==> config.mk <==
export PLATFORM = sky130hd
export DESIGN_NAME = ddr3_frame_writer_flat
export DESIGN_NICKNAME = d
export VERILOG_FILES = /design/src/rtl/ddr3_frame_writer_if.sv /design/src/rtl/ddr3_frame_writer.sv /design/src/flat_wrapper.sv
export SDC_FILE = /design/constraint.sdc
export NUM_CORES = 2
export LEC_CHECK = 0
export ABC_CLOCK_PERIOD_IN_PS = 57500
export CAP_MARGIN = 15
export CORE_ASPECT_RATIO = 0.6
export CORE_MARGIN = 3
export CORE_UTILIZATION = 65
export CTS_CLUSTER_DIAMETER = 30
export DETAILED_ROUTE_END_ITERATION = 10
export PLACE_DENSITY_LB_ADDON = 0.12
export SLEW_MARGIN = 20
export SYNTH_ARGS = -nofsm -noshare
export SYNTH_HDL_FRONTEND = slang
export SYNTH_SLANG_ARGS = --single-unit
==> constraint.sdc <==
create_clock -name I_clk -period 57.5 [get_ports I_clk]
set_input_delay 11.5 -clock I_clk [delete_from_list [all_inputs] [get_ports I_clk]]
set_output_delay 11.5 -clock I_clk [all_outputs]
set_load 0.01 [all_outputs]
==> src/rtl/ddr3_frame_writer_if.sv <==
// Pixel stream and DDR3 app-port bundle for the frame writer.
// master = DMA side, slave = camera/DDR3 side.
interface ddr3_frame_writer_if #(
  parameter int ADDR_WIDTH = 28,
  parameter int DATA_WIDTH = 128,
  parameter int PIX_WIDTH  = 16
);
  logic                    I_calib_done;
  logic                    I_frame_start;
  logic [PIX_WIDTH-1:0]    I_pix_data;
  logic                    I_pix_valid;
  logic                    O_pix_ready;
  logic                    I_cmd_ready;
  logic [2:0]              O_cmd;
  logic                    O_cmd_en;
  logic [ADDR_WIDTH-1:0]   O_addr;
  logic [5:0]              O_burst_number;
  logic                    I_wr_data_rdy;
  logic [DATA_WIDTH-1:0]   O_wr_data;
  logic                    O_wr_data_en;
  logic                    O_wr_data_end;
  logic [DATA_WIDTH/8-1:0] O_wr_data_mask;
  logic                    O_frame_done;
  logic [1:0]              O_frame_idx;
  logic                    O_frame_err;

  modport master (
    input  I_calib_done, I_frame_start,
    input  I_pix_data, I_pix_valid,
    input  I_cmd_ready, I_wr_data_rdy,
    output O_pix_ready, O_cmd, O_cmd_en,
    output O_addr, O_burst_number,
    output O_wr_data, O_wr_data_en,
    output O_wr_data_end, O_wr_data_mask,
    output O_frame_done, O_frame_idx,
    output O_frame_err
  );

  modport slave (
    output I_calib_done, I_frame_start,
    output I_pix_data, I_pix_valid,
    output I_cmd_ready, I_wr_data_rdy,
    input  O_pix_ready, O_cmd, O_cmd_en,
    input  O_addr, O_burst_number,
    input  O_wr_data, O_wr_data_en,
    input  O_wr_data_end, O_wr_data_mask,
    input  O_frame_done, O_frame_idx,
    input  O_frame_err
  );
endinterface

==> src/rtl/ddr3_frame_writer.sv <==
// Packs RGB565 pixels into ping-pong burst banks and writes
// them as DDR3 bursts into rotating frame buffers.
module ddr3_frame_writer #(
  parameter int ADDR_WIDTH   = 28,
  parameter int DATA_WIDTH   = 128,
  parameter int PIX_WIDTH    = 16,
  parameter int BURST_BEATS  = 8,
  parameter int FRAME_PIXELS = 921600,
  parameter int BASE_ADDR    = 0,
  parameter int FRAME_STRIDE = 2**21,
  parameter int NUM_FRAMES   = 3
) (
  input logic I_clk,
  input logic I_rst,
  ddr3_frame_writer_if.master bus
);
  localparam int PPW = DATA_WIDTH / PIX_WIDTH;
  localparam int KW  = (PPW > 1) ? $clog2(PPW) : 1;
  localparam int BW  = (BURST_BEATS > 1) ? $clog2(BURST_BEATS) : 1;
  localparam int PCW = $clog2(FRAME_PIXELS + 1);
  localparam int WW  = DATA_WIDTH - PIX_WIDTH;

  typedef enum logic {F_IDLE, F_ACTIVE} f_state_t;
  typedef enum logic [1:0] {WIDLE, WCMD, WDATA} w_state_t;

  f_state_t f_state, f_next;
  w_state_t w_state, w_next;

  logic [DATA_WIDTH-1:0] bank_mem [2][BURST_BEATS];
  logic [WW-1:0]         word_q;
  logic [KW-1:0]         pix_k;
  logic [BW-1:0]         fill_beat, wr_beat;
  logic                  fill_bank, wr_bank;
  logic [1:0]            bank_full;
  logic [PCW-1:0]        pix_cnt;
  logic [ADDR_WIDTH-1:0] wr_addr;
  logic [1:0]            frame_idx, idx_next;
  logic                  start_pend, done_q, err_q;

  logic all_acc, base_ready, last_acc, abort;
  logic pix_ready, acc, word_done, bank_done;
  logic beat_xfer, burst_end, frame_end;
  logic calib_lost, keep_burst, keep;

  function automatic logic [ADDR_WIDTH-1:0] frame_base(
    input logic [1:0] idx
  );
    longint a;
    a = longint'(BASE_ADDR)
      + longint'(idx) * longint'(FRAME_STRIDE);
    return a[ADDR_WIDTH-1:0];
  endfunction

  assign all_acc    = pix_cnt == PCW'(FRAME_PIXELS);
  assign base_ready = f_state == F_ACTIVE
                   && bus.I_calib_done
                   && !bank_full[fill_bank] && !all_acc;
  assign last_acc   = base_ready && bus.I_pix_valid
                   && pix_cnt == PCW'(FRAME_PIXELS - 1);
  assign abort      = f_state == F_ACTIVE && bus.I_frame_start
                   && !all_acc && !last_acc;
  assign pix_ready  = base_ready && !abort;
  assign acc        = bus.I_pix_valid && pix_ready;
  assign word_done  = acc && pix_k == KW'(PPW - 1);
  assign bank_done  = word_done
                   && fill_beat == BW'(BURST_BEATS - 1);
  assign beat_xfer  = w_state == WDATA && bus.I_wr_data_rdy;
  assign burst_end  = beat_xfer
                   && wr_beat == BW'(BURST_BEATS - 1);
  assign frame_end  = f_state == F_ACTIVE && all_acc
                   && bank_full == 2'b00 && w_state == WIDLE;
  assign calib_lost = f_state == F_ACTIVE
                   && !bus.I_calib_done && w_state == WIDLE;
  assign keep_burst = w_state == WDATA
                   || (w_state == WCMD && bus.I_cmd_ready);
  assign keep       = keep_burst && !burst_end;
  assign idx_next   = (frame_idx == 2'(NUM_FRAMES - 1))
                   ? 2'd0 : frame_idx + 2'd1;

  // Frame FSM next state
  always_comb begin
    f_next = f_state;
    unique case (f_state)
      F_IDLE:
        if (bus.I_frame_start && bus.I_calib_done)
          f_next = F_ACTIVE;
      F_ACTIVE:
        if (frame_end)
          f_next = ((start_pend || bus.I_frame_start)
                   && bus.I_calib_done) ? F_ACTIVE : F_IDLE;
        else if (calib_lost)
          f_next = F_IDLE;
      default: f_next = F_IDLE;
    endcase
  end

  // Write FSM next state; an accepted command always finishes
  always_comb begin
    w_next = w_state;
    unique case (w_state)
      WIDLE:
        if (f_state == F_ACTIVE && bus.I_calib_done
            && bank_full[wr_bank] && !abort)
          w_next = WCMD;
      WCMD:
        if (bus.I_cmd_ready) w_next = WDATA;
        else if (abort)      w_next = WIDLE;
      WDATA:
        if (burst_end) w_next = WIDLE;
      default: w_next = WIDLE;
    endcase
  end

  // Burst bank storage, written one full word at a time
  always_ff @(posedge I_clk) begin
    if (word_done)
      bank_mem[fill_bank][fill_beat] <= {bus.I_pix_data, word_q};
  end

  // State, packing, bank bookkeeping and address tracking
  always_ff @(posedge I_clk) begin
    if (I_rst) begin
      f_state    <= F_IDLE;
      w_state    <= WIDLE;
      word_q     <= '0;
      pix_k      <= '0;
      fill_beat  <= '0;
      wr_beat    <= '0;
      fill_bank  <= 1'b0;
      wr_bank    <= 1'b0;
      bank_full  <= 2'b00;
      pix_cnt    <= '0;
      wr_addr    <= frame_base(2'd0);
      frame_idx  <= 2'd0;
      start_pend <= 1'b0;
      done_q     <= 1'b0;
      err_q      <= 1'b0;
    end else begin
      f_state <= f_next;
      w_state <= w_next;
      done_q  <= frame_end;
      err_q   <= abort;
      if (acc) begin
        for (int k = 0; k < PPW - 1; k++)
          if (pix_k == KW'(k))
            word_q[k*PIX_WIDTH +: PIX_WIDTH] <= bus.I_pix_data;
        pix_k   <= pix_k + KW'(1);
        pix_cnt <= pix_cnt + PCW'(1);
      end
      if (word_done) begin
        fill_beat <= bank_done ? '0 : fill_beat + BW'(1);
        if (bank_done) fill_bank <= ~fill_bank;
      end
      for (int b = 0; b < 2; b++) begin
        if (bank_done && fill_bank == 1'(b))
          bank_full[b] <= 1'b1;
        else if (burst_end && wr_bank == 1'(b))
          bank_full[b] <= 1'b0;
      end
      if (w_state == WCMD && bus.I_cmd_ready)
        wr_addr <= wr_addr + ADDR_WIDTH'(BURST_BEATS * PPW);
      if (beat_xfer)
        wr_beat <= burst_end ? '0 : wr_beat + BW'(1);
      if (burst_end) wr_bank <= ~wr_bank;
      if (f_state == F_ACTIVE && all_acc && bus.I_frame_start)
        start_pend <= 1'b1;
      if (abort) begin
        pix_k     <= '0;
        pix_cnt   <= '0;
        fill_beat <= '0;
        wr_addr   <= frame_base(frame_idx);
        fill_bank <= keep_burst ? ~wr_bank : wr_bank;
        bank_full <= keep ? (wr_bank ? 2'b10 : 2'b01) : 2'b00;
      end
      if (frame_end) begin
        frame_idx  <= idx_next;
        wr_addr    <= frame_base(idx_next);
        pix_cnt    <= '0;
        start_pend <= 1'b0;
      end
      if (calib_lost) begin
        pix_k      <= '0;
        pix_cnt    <= '0;
        fill_beat  <= '0;
        fill_bank  <= wr_bank;
        bank_full  <= 2'b00;
        wr_addr    <= frame_base(frame_idx);
        start_pend <= 1'b0;
      end
    end
  end

  assign bus.O_pix_ready    = pix_ready;
  assign bus.O_cmd          = 3'b000;
  assign bus.O_cmd_en       = w_state == WCMD;
  assign bus.O_addr         = (w_state == WCMD) ? wr_addr : '0;
  assign bus.O_burst_number = 6'(BURST_BEATS - 1);
  assign bus.O_wr_data      = (w_state == WDATA)
                            ? bank_mem[wr_bank][wr_beat] : '0;
  assign bus.O_wr_data_en   = w_state == WDATA;
  assign bus.O_wr_data_end  = w_state == WDATA;
  assign bus.O_wr_data_mask = '0;
  assign bus.O_frame_done   = done_q;
  assign bus.O_frame_idx    = frame_idx;
  assign bus.O_frame_err    = err_q;
endmodule

==> src/flat_wrapper.sv <==
// flat-port wrapper written by rule: the top's interface ports become plain ports
module ddr3_frame_writer_flat 
#(
  parameter int ADDR_WIDTH   = 28,
  parameter int DATA_WIDTH   = 128,
  parameter int PIX_WIDTH    = 16,
  parameter int BURST_BEATS  = 8,
  parameter int FRAME_PIXELS = 921600,
  parameter int BASE_ADDR    = 0,
  parameter int FRAME_STRIDE = 2**21,
  parameter int NUM_FRAMES   = 3
)
  (I_clk, I_rst, bus_I_calib_done, bus_I_frame_start, bus_I_pix_data, bus_I_pix_valid, bus_I_cmd_ready, bus_I_wr_data_rdy, bus_O_pix_ready, bus_O_cmd, bus_O_cmd_en, bus_O_addr, bus_O_burst_number, bus_O_wr_data, bus_O_wr_data_en, bus_O_wr_data_end, bus_O_wr_data_mask, bus_O_frame_done, bus_O_frame_idx, bus_O_frame_err);
  ddr3_frame_writer_if #(.ADDR_WIDTH(ADDR_WIDTH), .DATA_WIDTH(DATA_WIDTH), .PIX_WIDTH(PIX_WIDTH)) bus_i ();
  input logic I_clk;
  input logic I_rst;
  input wire logic [$bits(bus_i.I_calib_done)-1:0] bus_I_calib_done;
  input wire logic [$bits(bus_i.I_frame_start)-1:0] bus_I_frame_start;
  input wire logic [$bits(bus_i.I_pix_data)-1:0] bus_I_pix_data;
  input wire logic [$bits(bus_i.I_pix_valid)-1:0] bus_I_pix_valid;
  input wire logic [$bits(bus_i.I_cmd_ready)-1:0] bus_I_cmd_ready;
  input wire logic [$bits(bus_i.I_wr_data_rdy)-1:0] bus_I_wr_data_rdy;
  output wire logic [$bits(bus_i.O_pix_ready)-1:0] bus_O_pix_ready;
  output wire logic [$bits(bus_i.O_cmd)-1:0] bus_O_cmd;
  output wire logic [$bits(bus_i.O_cmd_en)-1:0] bus_O_cmd_en;
  output wire logic [$bits(bus_i.O_addr)-1:0] bus_O_addr;
  output wire logic [$bits(bus_i.O_burst_number)-1:0] bus_O_burst_number;
  output wire logic [$bits(bus_i.O_wr_data)-1:0] bus_O_wr_data;
  output wire logic [$bits(bus_i.O_wr_data_en)-1:0] bus_O_wr_data_en;
  output wire logic [$bits(bus_i.O_wr_data_end)-1:0] bus_O_wr_data_end;
  output wire logic [$bits(bus_i.O_wr_data_mask)-1:0] bus_O_wr_data_mask;
  output wire logic [$bits(bus_i.O_frame_done)-1:0] bus_O_frame_done;
  output wire logic [$bits(bus_i.O_frame_idx)-1:0] bus_O_frame_idx;
  output wire logic [$bits(bus_i.O_frame_err)-1:0] bus_O_frame_err;
  assign bus_i.I_calib_done = bus_I_calib_done;
  assign bus_i.I_frame_start = bus_I_frame_start;
  assign bus_i.I_pix_data = bus_I_pix_data;
  assign bus_i.I_pix_valid = bus_I_pix_valid;
  assign bus_i.I_cmd_ready = bus_I_cmd_ready;
  assign bus_i.I_wr_data_rdy = bus_I_wr_data_rdy;
  assign bus_O_pix_ready = bus_i.O_pix_ready;
  assign bus_O_cmd = bus_i.O_cmd;
  assign bus_O_cmd_en = bus_i.O_cmd_en;
  assign bus_O_addr = bus_i.O_addr;
  assign bus_O_burst_number = bus_i.O_burst_number;
  assign bus_O_wr_data = bus_i.O_wr_data;
  assign bus_O_wr_data_en = bus_i.O_wr_data_en;
  assign bus_O_wr_data_end = bus_i.O_wr_data_end;
  assign bus_O_wr_data_mask = bus_i.O_wr_data_mask;
  assign bus_O_frame_done = bus_i.O_frame_done;
  assign bus_O_frame_idx = bus_i.O_frame_idx;
  assign bus_O_frame_err = bus_i.O_frame_err;
  ddr3_frame_writer #(.ADDR_WIDTH(ADDR_WIDTH), .DATA_WIDTH(DATA_WIDTH), .PIX_WIDTH(PIX_WIDTH), .BURST_BEATS(BURST_BEATS), .FRAME_PIXELS(FRAME_PIXELS), .BASE_ADDR(BASE_ADDR), .FRAME_STRIDE(FRAME_STRIDE), .NUM_FRAMES(NUM_FRAMES)) u_core (.I_clk(I_clk), .I_rst(I_rst), .bus(bus_i));
endmodule
==> flow_summary.yaml <==
global_route:
  grt_antenna_before_repair: 4
  grt_pass1_wl_um: 295000
  grt_max_degree: 155
  grt_pass1_vias: 42360
  gr-total-overflow: 0
  grt_use_total_pct: 30.6
finish:
  fillers: 6761
  drive_gt1_share_pct: 26.7
  layout_commonest_cell: "edfxtp_1"
  area_growth_pct: 14.6
  layout_common_cells: "edfxtp_1 (2048), mux4_2 (640), nand2_1 (269)"
  final_nets: 4285
  final_util_pct: 75.3
synthesis:
  syn_avg_cell_area_um2: 21.5
  synth_edf_count: 2048
  syn_inst: 3957
  synth_seq_cells: 2224
  synth.distinct_cells: 61
  yosys_most_used_dff: "edfxtp_1"
  synthArstFlopShare_pct: 0
  yosysSeqAreaShare_pct: 76.4
  yosysWarnings: 0
  synth_area_um2: 85100
place:
  hpwl_um: 91700
  place_congestion: 0.777
  numPortBuffers: 180
  place_ws_ns: 31.96
floorplanning:
  die_w_um: 473
  start_util_pct: 65.7
  dieArea_um2: 135000
  rows: 102
  dieHeight_um: 286
  coreArea_um2: 130000
  io_pins: 212
sta:
  layout_min_cycle_time_ns: 25.57
  slew_headroom_pct: 24.4
  worst_hold_slack_ns: 0.491
  fin_ws_ns: 31.93
  min_period_over_period_pct: 44.5
  rsz0062_at_grt: "false"
  tns_ns: 0
  hold_viol_final: 0
  fmax_mhz: 39.1
  setup_viol: 0
  drv_slew: 0
  worst_slew_pin_slew_ns: 1.13
  skew_ns: 0.0237
min_path:
  holdPathStages: 2
  hold_start: "u_core.pix_cnt[0]"
  hold_class: "reg -> reg"
  worstHoldEndpoint: "u_core.pix_cnt[0]"
clock_tree:
  cts_tree: "built"
  cts_buffer_depth: 3
  cts_setup_buffers: 0
  cts.htree.levels: 4
  hold_buffers: 0
  cts_buffers: 235
  cts_root_buf: "clkbuf_16"
  clk_pin_slew_worst_paths_ns: 0.05
  clock_latency_ns: 0.82
  cts_resized: 0
  cts_sinks: 2224
worst_setup_path:
  r2r_end: "u_core.bank_mem[0][561]"
  critPathKind: "in -> out"
  cp.depth: 7
  crit_required_ns: 46.00
  crit_family: "buffers and inverters"
  cp_slowest_cell: "clkdlybuf4s50_1"
  r2r_start: "u_core.pix_cnt[13]"
  crit_buf_inv: 3
  end_kind: "output port"
  slowest_delay_ns: 0.69
  worstPathCellList: "clkdlybuf4s50_1 > nand2_1 > nor4_1 > a31oi_2 > buf_4 > nor2_1 > clkdlybuf4s50_1"
  reg2reg_depth: 8
  r2r_setup_slack_ns: 51.75
  cp.arrival_ns: 14.07
  startpoint_type: "input port"
  cpMostUsedCell: "clkdlybuf4s50_1"
  crit_fanout: 23
detailed_routing:
  wl_per_cell_um: 32.8
  firstDrtPassIters: 6
  viasPerCell: 6.75
  vias: 41671
  drtAntennaViolNets: 0
  first_iter_violations: 5803
  drc_errors: 0
  drt_wl_total_um: 203000
power:
  swShare_pct: 20.0
  p_per_area_nw_per_um2: 34.7
  p_leak_nw: 28.6
  comb_power_share_pct: 0.6
  finalPower_mw: 3.39
  share_clk_of_total_power_pct: 47.8
  seqPwrFrac_pct: 51.5
  ir_worst_vdd_mv: 0.0276
  internal_power_mw: 2.71
  p_switching_uw: 678
outcome:
  status: "complete, no violations"
job:
  maxCapViolations: 0
==> cell type report <==
type	count	area, um2	share of cell area (%)
well taps	1716	2150	2.20
inverters	16	60.1	0.0615
flip-flops and latches	2224	65000	66.7
clock inverters	175	2230	2.28
multi-input cells	1502	19100	19.6
clock buffers	273	6270	6.43
diodes	3	7.51	0.00769
repair buffers	268	2690	2.75
==> sequential cells by signal (all words and copies together), names as in the netlist, 2 cells and up, named ones only <==
| signal | count |
|---|---|
| u_core.bank_mem | 2048 |
| u_core.pix_k | 3 |
| u_core.word_q | 112 |
| u_core.pix_cnt | 20 |
| u_core.wr_beat | 3 |
| u_core.bank_full | 2 |
| u_core.bus.O_frame_idx | 2 |
| u_core.w_state | 2 |
| u_core.wr_addr | 22 |
| u_core.fill_beat | 3 |
==> how the worst max path moves through the flow <==
stage                     from                       to  slack [ns]
2_1_floorplan  bus_I_pix_valid  u_core.bank_mem[1][512]       31.47
3_3_place_gp   bus_I_pix_valid          bus_O_pix_ready       31.94
3_5_place_dp   bus_I_pix_valid          bus_O_pix_ready       31.96
4_1_cts        bus_I_pix_valid          bus_O_pix_ready       31.96
5_1_grt        bus_I_pix_valid          bus_O_pix_ready       31.79
6_report       bus_I_pix_valid          bus_O_pix_ready       31.93
==> Yosys cell counts, types with 2 or more instances <==
| cell | instances | area (um2) |
|---|---|---|
| nor2_1 | 67 | 251 |
| edfxtp_1 | 2048 | 61500 |
| or4_1 | 5 | 37.5 |
| nor3_1 | 24 | 120 |
| nor2b_1 | 3 | 18.8 |
| nand3_1 | 16 | 80.1 |
| clkbuf_1 | 126 | 473 |
| nand3b_1 | 2 | 15.0 |
| xnor2_1 | 25 | 219 |
| nand4_1 | 16 | 100 |
| nand2_1 | 269 | 1010 |
| o22ai_1 | 2 | 12.5 |
| nor4_1 | 22 | 138 |
| nand2b_1 | 3 | 18.8 |
| or2_2 | 5 | 31.3 |
| buf_4 | 36 | 270 |
| nor3b_1 | 3 | 22.5 |
| and3_1 | 3 | 18.8 |
| ha_1 | 15 | 188 |
| and2_1 | 152 | 951 |
| buf_1 | 55 | 206 |
| buf_6 | 4 | 45.0 |
| mux4_2 | 640 | 14400 |
| a211oi_1 | 3 | 22.5 |
| dfxtp_1 | 176 | 3520 |
| and4_1 | 5 | 43.8 |
| buf_2 | 22 | 110 |
| o21a_1 | 2 | 15.0 |
| nor4_4 | 3 | 63.8 |
| o21ai_0 | 6 | 30.0 |
| a221oi_1 | 2 | 17.5 |
| inv_1 | 16 | 60.1 |
| or3_1 | 4 | 25.0 |
| xor2_1 | 14 | 123 |
| a21oi_1 | 134 | 671 |
| conb_1 | 2 | 7.51 |
| mux2i_1 | 3 | 30.0 |
==> cell families after synthesis <==
kind of cell,count (synthesis),share of synthesized area [%]
AO/OA/AOI/OAI,163,1.04
XOR/XNOR,39,0.401
adder cells (fa/ha/maj),15,0.220
buffers and inverters,260,1.38
flip-flops,2224,76.4
multiplexers,643,17.0
other,2,0.00882
AND/OR/NAND/NOR,611,3.59
==> metrics by stage <==
stage	cells	cell area (um2)
global placement	5724	89000
floorplan	3986	85200
CTS	6173	97500
global route	6175	97600
finish	6177	97600
detailed placement	5725	89000
==> tightest hold or removal path, stage by stage, from the launching register on <==
cell     delay, ns
dfxtp_1       0.33
nand2_1       0.06
a21oi_1       0.05
==> layer usage <==
metal	share of wire (%)	GRT usage [%]	wire length, um
met1	38	43.9	76900
met2	48	46.7	97100
met3	11	8.11	22100
met4	3.2	11.0	6440
met5	0.0064	0	13
==> power groups by stage <==
stage	Sequential (mW)	Combinational, mW	Clock [mW]
2_1_floorplan	1.78	0.00831	0
3_3_place_gp	1.78	0.0203	0
3_5_place_dp	1.78	0.0206	0
4_1_cts	1.74	0.0207	1.64
5_1_grt	1.74	0.0219	1.70
6_report	1.74	0.0210	1.62
Note: power is estimated with default switching activity, not from simulation.
